<file path="config.mk">
export PLATFORM = sky130hd
export DESIGN_NAME = address_decoder_sync_flat
export DESIGN_NICKNAME = d
export VERILOG_FILES = /design/src/rtl/address_decoder_sync_if.sv /design/src/rtl/address_decoder_sync.sv /design/src/flat_wrapper.sv
export SDC_FILE = /design/constraint.sdc
export NUM_CORES = 1
export LEC_CHECK = 0
export BUFFER_PORTS_ARGS = -buffer_cell sky130_fd_sc_hd__buf_2
export CAP_MARGIN = 20
export CORE_UTILIZATION = 50
export DETAILED_ROUTE_END_ITERATION = 6
export PLACE_DENSITY = 0.84
export SLEW_MARGIN = 10
export SYNTH_ARGS = -nofsm -noshare
export SYNTH_HDL_FRONTEND = slang
export SYNTH_SLANG_ARGS = --single-unit
export TNS_END_PERCENT = 50
</file>
<file path="constraint.sdc">
create_clock -name clock -period 2.9 [get_ports clock]
set_input_delay 0.435 -clock clock [delete_from_list [all_inputs] [get_ports clock]]
set_output_delay 0.435 -clock clock [all_outputs]
set_load 0.02 [all_outputs]
</file>
<file path="src/rtl/address_decoder_sync_if.sv">
// Bus bundle between the UART bus master and the registered address decoder.
// The master drives address/request; the decoder returns select, ack, error and busy.
interface address_decoder_sync_if #(
    parameter int ADDR_WIDTH  = 3,
    parameter int NUM_TARGETS = 8
);
    logic [ADDR_WIDTH-1:0]  addressIn;
    logic                   request;
    logic [NUM_TARGETS-1:0] decodedAddress;
    logic                   ack;
    logic                   error;
    logic                   busy;

    modport master (
        output addressIn, request,
        input  decodedAddress, ack, error, busy
    );

    modport slave (
        input  addressIn, request,
        output decodedAddress, ack, error, busy
    );
endinterface

</file>
<file path="src/rtl/address_decoder_sync.sv">
// Registered one-hot address decoder with wait states, single-cycle ack and abort.
// Define ADDR_DEC_ERR_EN to complete unmapped requests with ack+error instead of ignoring them.
module address_decoder_sync #(
    parameter int ADDR_WIDTH  = 3,
    parameter int NUM_TARGETS = 8,
    parameter int WAIT_CYCLES = 1
) (
    input  logic                  clock,
    input  logic                  resetN,
    address_decoder_sync_if.slave bus
);
    localparam logic [1:0] ST_IDLE   = 2'd0;
    localparam logic [1:0] ST_SELECT = 2'd1;
    localparam logic [1:0] ST_ACK    = 2'd2;

    localparam logic [ADDR_WIDTH:0] MAP_LIMIT = (ADDR_WIDTH + 1)'(NUM_TARGETS);
    localparam logic [3:0]          WAIT_INIT = 4'(WAIT_CYCLES);

    logic [1:0]             state_r, state_s;
    logic [3:0]             cnt_r, cnt_s;
    logic [ADDR_WIDTH-1:0]  addr_r, addr_s;
    logic [NUM_TARGETS-1:0] dec_r, dec_s;
    logic                   ack_r, ack_s;
    logic                   busy_r, busy_s;
    logic                   err_s;
    logic                   mapped_s;

    function automatic logic [NUM_TARGETS-1:0] onehot(input logic [ADDR_WIDTH-1:0] a);
        logic [NUM_TARGETS-1:0] res;
        res = '0;
        for (int i = 0; i < NUM_TARGETS; i++) begin
            res[i] = (a == ADDR_WIDTH'(i));
        end
        return res;
    endfunction

    // Address is mapped when it lies below the target count.
    always_comb begin
        mapped_s = ({1'b0, bus.addressIn} < MAP_LIMIT);
    end

    // Next-state and next-output logic; outputs are computed one cycle ahead so they leave flops.
    always_comb begin
        state_s = state_r;
        cnt_s   = cnt_r;
        addr_s  = addr_r;
        dec_s   = dec_r;
        ack_s   = 1'b0;
        busy_s  = busy_r;
        err_s   = 1'b0;
        case (state_r)
            ST_IDLE: begin
                if (bus.request && mapped_s) begin
                    state_s = ST_SELECT;
                    addr_s  = bus.addressIn;
                    cnt_s   = WAIT_INIT;
                    dec_s   = onehot(bus.addressIn);
                    busy_s  = 1'b1;
                end
`ifdef ADDR_DEC_ERR_EN
                else if (bus.request) begin
                    state_s = ST_ACK;
                    dec_s   = '0;
                    ack_s   = 1'b1;
                    err_s   = 1'b1;
                    busy_s  = 1'b1;
                end
`endif
                else begin
                    dec_s  = '0;
                    busy_s = 1'b0;
                end
            end
            ST_SELECT: begin
                if (!bus.request) begin
                    // Abort: drop the select on this edge and discard the wait count.
                    state_s = ST_IDLE;
                    cnt_s   = 4'd0;
                    dec_s   = '0;
                    busy_s  = 1'b0;
                end else if (cnt_r == 4'd0) begin
                    state_s = ST_ACK;
                    dec_s   = '0;
                    ack_s   = 1'b1;
                    busy_s  = 1'b1;
                end else begin
                    cnt_s  = cnt_r - 4'd1;
                    dec_s  = onehot(addr_r);
                    busy_s = 1'b1;
                end
            end
            ST_ACK: begin
                state_s = ST_IDLE;
                cnt_s   = 4'd0;
                dec_s   = '0;
                busy_s  = 1'b0;
            end
            default: begin
                state_s = ST_IDLE;
                cnt_s   = 4'd0;
                dec_s   = '0;
                busy_s  = 1'b0;
            end
        endcase
    end

    // State and registered outputs with asynchronous active-low reset.
    always_ff @(posedge clock or negedge resetN) begin
        if (!resetN) begin
            state_r <= ST_IDLE;
            cnt_r   <= 4'd0;
            addr_r  <= '0;
            dec_r   <= '0;
            ack_r   <= 1'b0;
            busy_r  <= 1'b0;
        end else begin
            state_r <= state_s;
            cnt_r   <= cnt_s;
            addr_r  <= addr_s;
            dec_r   <= dec_s;
            ack_r   <= ack_s;
            busy_r  <= busy_s;
        end
    end

`ifdef ADDR_DEC_ERR_EN
    logic err_r;

    // Error flag qualifies the ack of an unmapped request.
    always_ff @(posedge clock or negedge resetN) begin
        if (!resetN) begin
            err_r <= 1'b0;
        end else begin
            err_r <= err_s;
        end
    end

    assign bus.error = err_r;
`else
    assign bus.error = 1'b0;
`endif

    assign bus.decodedAddress = dec_r;
    assign bus.ack            = ack_r;
    assign bus.busy           = busy_r;
endmodule

</file>
<file path="src/flat_wrapper.sv">
// flat-port wrapper written by rule: the top's interface ports become plain ports
module address_decoder_sync_flat 
#(
    parameter int ADDR_WIDTH  = 3,
    parameter int NUM_TARGETS = 8,
    parameter int WAIT_CYCLES = 1
)
  (clock, resetN, bus_addressIn, bus_request, bus_decodedAddress, bus_ack, bus_error, bus_busy);
  address_decoder_sync_if #(.ADDR_WIDTH(ADDR_WIDTH), .NUM_TARGETS(NUM_TARGETS)) bus_i ();
  input  logic clock;
  input  logic resetN;
  input wire logic [$bits(bus_i.addressIn)-1:0] bus_addressIn;
  input wire logic [$bits(bus_i.request)-1:0] bus_request;
  output wire logic [$bits(bus_i.decodedAddress)-1:0] bus_decodedAddress;
  output wire logic [$bits(bus_i.ack)-1:0] bus_ack;
  output wire logic [$bits(bus_i.error)-1:0] bus_error;
  output wire logic [$bits(bus_i.busy)-1:0] bus_busy;
  assign bus_i.addressIn = bus_addressIn;
  assign bus_i.request = bus_request;
  assign bus_decodedAddress = bus_i.decodedAddress;
  assign bus_ack = bus_i.ack;
  assign bus_error = bus_i.error;
  assign bus_busy = bus_i.busy;
  address_decoder_sync #(.ADDR_WIDTH(ADDR_WIDTH), .NUM_TARGETS(NUM_TARGETS), .WAIT_CYCLES(WAIT_CYCLES)) u_core (.clock(clock), .resetN(resetN), .bus(bus_i));
endmodule
</file>
==> metrics.yaml <==
io_buffers: 15
grt_usage_pct: 21.43
critPathSlowestCell: "or4_4"
clk_latency_ns: 0.31
fmax_mhz: 600.6
status: "finished, violations left"
die_x_um: 43.74
tns_ns: 0
yosysUniqueCellTypes: 30
layout-drive-gt1-share_pct: 25.26
io_pins: 17
first_global_vias: 667
finalNonFillerCells: 111
drt_iter0_markers: 33
wl_met2_um: 781
cts_resized: 0
drc: 3
n_antenna_cell: 0
cts_hold_buf: 0
dr.max_layer_used: "met4"
powerDensity_nw_per_um2: 859.5
syn_inst: 78
routabilityCongestion: 0.8982
ys_seq_area_share_pct: 54.60
violations: "DRC"
area_delta_synth_final_pct: 12.36
vdd_drop_max_mv: 0.4325
worstPathArrival_ns: 1.88
core-area_um2: 1559
h-tree-depth: 1
clockBufferDepth: 2
dr_total_vias: 693
endpoint_kind: "flip-flop"
antenna_found_initial: 0
nNetsFinal: 104
drt-total-wl_um: 1689
numCtsBuffers: 3
grt_pass1_wl_um: 2904
fin_crit_sh_pct: 57.41
crit_fanout: 5
syn_nets: 86
ys_ff_latch: 19
dr.pass1.iters: 6
routedWlPerCell_um: 15.22
cp.required_ns: 3.12
p_leak_nw: 0.4661
met3WireLength_um: 132
rsz0062_at_grt: "no"
drv_cap: 0
clk_pin_slew_ns: 0.11
syn_area_um2: 870.8
cts_tree: "done"
overflow: 0
yosysWarnings: 0
rows: 14
hold_path.class: "input port to async pin"
dp_cells: 107
skew_ns: 0.009654
cp-start-kind: "flip-flop"
synth.avg_cell_area_um2: 11.16
cp_cell_sequence: "inv_1, ha_1, nor3b_2, or4_4, o32ai_1"
die-area_um2: 1913
hold_viol: 0
grt_max_degree: 20
final.fill_count: 118
register_area_um2: 475.5
start_util_pct: 55.86
finalMaxSlewViolations: 0
cp_slowest_stage_delay_ns: 0.52
die_h_um: 43.74
antenna_left: 0
min_period_ns: 1.665
clock-root-buffer: "clkbuf_4"
setup_violations: 0
wl_met1_um: 726
clock_sinks: 19
cts_setup_buffers: 0
worstSetupPathType: "flip-flop to flip-flop"
hpwl_um: 1189
viasPerCell: 6.243
multiInputGateArea_um2: 369.1
[worst paths after layout]
path / startpoint / endpoint / slack [ns] / cells past startpoint
max: u_core.cnt_r[1] / u_core.bus.decodedAddress[4] / 1.24 / 5
min: resetN / u_core.addr_r[1] / 0.03 / 1
max reg2reg: u_core.cnt_r[1] / u_core.bus.decodedAddress[4] / 1.24 / 5
min reg2reg: u_core.addr_r[1] / u_core.addr_r[1] / 0.54 / 1
max in group asynchronous: resetN / u_core.state_r[1] / 2.58 / 1
min in group clock: bus_addressIn[0] / u_core.bus.decodedAddress[0] / 0.40 / 2
[metal layers]
layer	global-route usage, %	up-vias
met5	0	-
met4	15.00	0
met3	4.583	9
met2	34.33	47
met1	25.55	321
li1	-	316
[through the flow]
stage	util (%)	hold slack, ns	setup slack [ns]	cell area, um^2	power [W]
after floorplan	-	0.1394	1.362	870.8	0.0006169
after global placement	61.00	0.3848	1.319	950.9	0.0006823
after detailed placement	61.00	0.3804	1.268	950.9	0.0006986
after CTS	62.76	0.04492	1.242	978.4	0.0008334
after global routing	62.76	0.06393	1.138	978.4	0.0008907
final	62.76	0.03229	1.235	978.4	0.0008410
[cell type report]
| type | instances | share of cell area, % |
|---|---|---|
| clock buffer | 3 | 2.302 |
| timing repair buffer | 15 | 7.673 |
| multi-input combinational | 54 | 37.72 |
| clock inverter | 1 | 0.5115 |
| sequential | 19 | 48.59 |
| inverter | 3 | 1.151 |
| tap | 16 | 2.046 |
[worst max-delay path, delay by kind of cell, from the launching register on]
kind	cells	cell delay, ns
adders and majority gates	1	0.21
AOI/OAI and AO/OA	1	0.14
DFF	1	0.42
buffers and inverters	1	0.09
and+or+nand+nor	2	0.72
[layout by cell type (no fill, tap or decap)]
cell / count
dfrtp_1: 19
a31oi_1: 2
nand3b_1: 1
conb_1: 1
nor2b_1: 1
o22ai_1: 6
o21ai_1: 1
buf_2: 15
nor3b_2: 2
nor3_1: 3
and2_1: 1
nand2b_1: 6
o21ai_0: 1
clkbuf_4: 3
o21a_1: 1
or2_2: 1
nand3_1: 2
or4_4: 1
o32ai_1: 2
and3b_1: 1
o32ai_2: 1
a211oi_1: 1
ha_1: 2
a21oi_1: 1
or3b_1: 1
inv_1: 3
nor2_1: 4
nand4b_1: 2
nand2_1: 6
clkinv_2: 1
or3_1: 1
mux2_1: 2
[cells in the mapped netlist]
| master | n | area, um^2 |
|---|---|---|
| or2_2 | 1 | 6.260 |
| ha_1 | 2 | 25.02 |
| nand4b_1 | 2 | 17.52 |
| nor3_1 | 3 | 15.01 |
| and2_1 | 1 | 6.260 |
| o21ai_1 | 1 | 5.000 |
| nand3b_1 | 1 | 7.510 |
| o21ai_0 | 1 | 5.000 |
| mux2_1 | 2 | 22.52 |
| or3_1 | 1 | 6.260 |
| a211oi_1 | 1 | 7.510 |
| or4_4 | 1 | 11.26 |
| nor2_1 | 4 | 15.01 |
| nand3_1 | 2 | 10.01 |
| o21a_1 | 1 | 7.510 |
| a31oi_1 | 2 | 12.51 |
| conb_1 | 1 | 3.750 |
| o32ai_1 | 2 | 17.52 |
| a21oi_1 | 1 | 5.000 |
| or3b_1 | 1 | 8.760 |
| o32ai_2 | 1 | 16.27 |
| nand2b_1 | 6 | 37.54 |
| buf_4 | 2 | 15.01 |
| o22ai_1 | 6 | 37.54 |
| nor3b_2 | 2 | 25.02 |
| inv_1 | 3 | 11.26 |
| nor2b_1 | 1 | 6.260 |
| dfrtp_1 | 19 | 475.5 |
| and3b_1 | 1 | 8.760 |
| nand2_1 | 6 | 22.52 |
[cell families after synthesis]
logic type,after synthesis,synth area share (%)
multiplexers,2,2.586
adder cells (fa/ha/maj),2,2.873
buffers and inverters,5,3.017
AND/OR/NAND/NOR,33,23.42
flip-flops,19,54.60
other,1,0.4306
AO/OA/AOI/OAI,16,13.07
[report_power, final]
group          leakage [nW]  internal, W  total [W]  switching [W]
registers             0.248     0.000330   0.000398      0.0000681
clock network        0.0177    0.0000516   0.000134      0.0000825
logic                 0.200     0.000131   0.000309       0.000179
[registers in the layout, indices dropped and copies added, names as in the netlist]
signal / count
u_core.state_r: 2
u_core.bus.ack: 1
u_core.bus.decodedAddress: 8
u_core.addr_r: 3
u_core.bus.busy: 1
u_core.cnt_r: 4
Note: power is estimated with default switching activity, not from simulation.
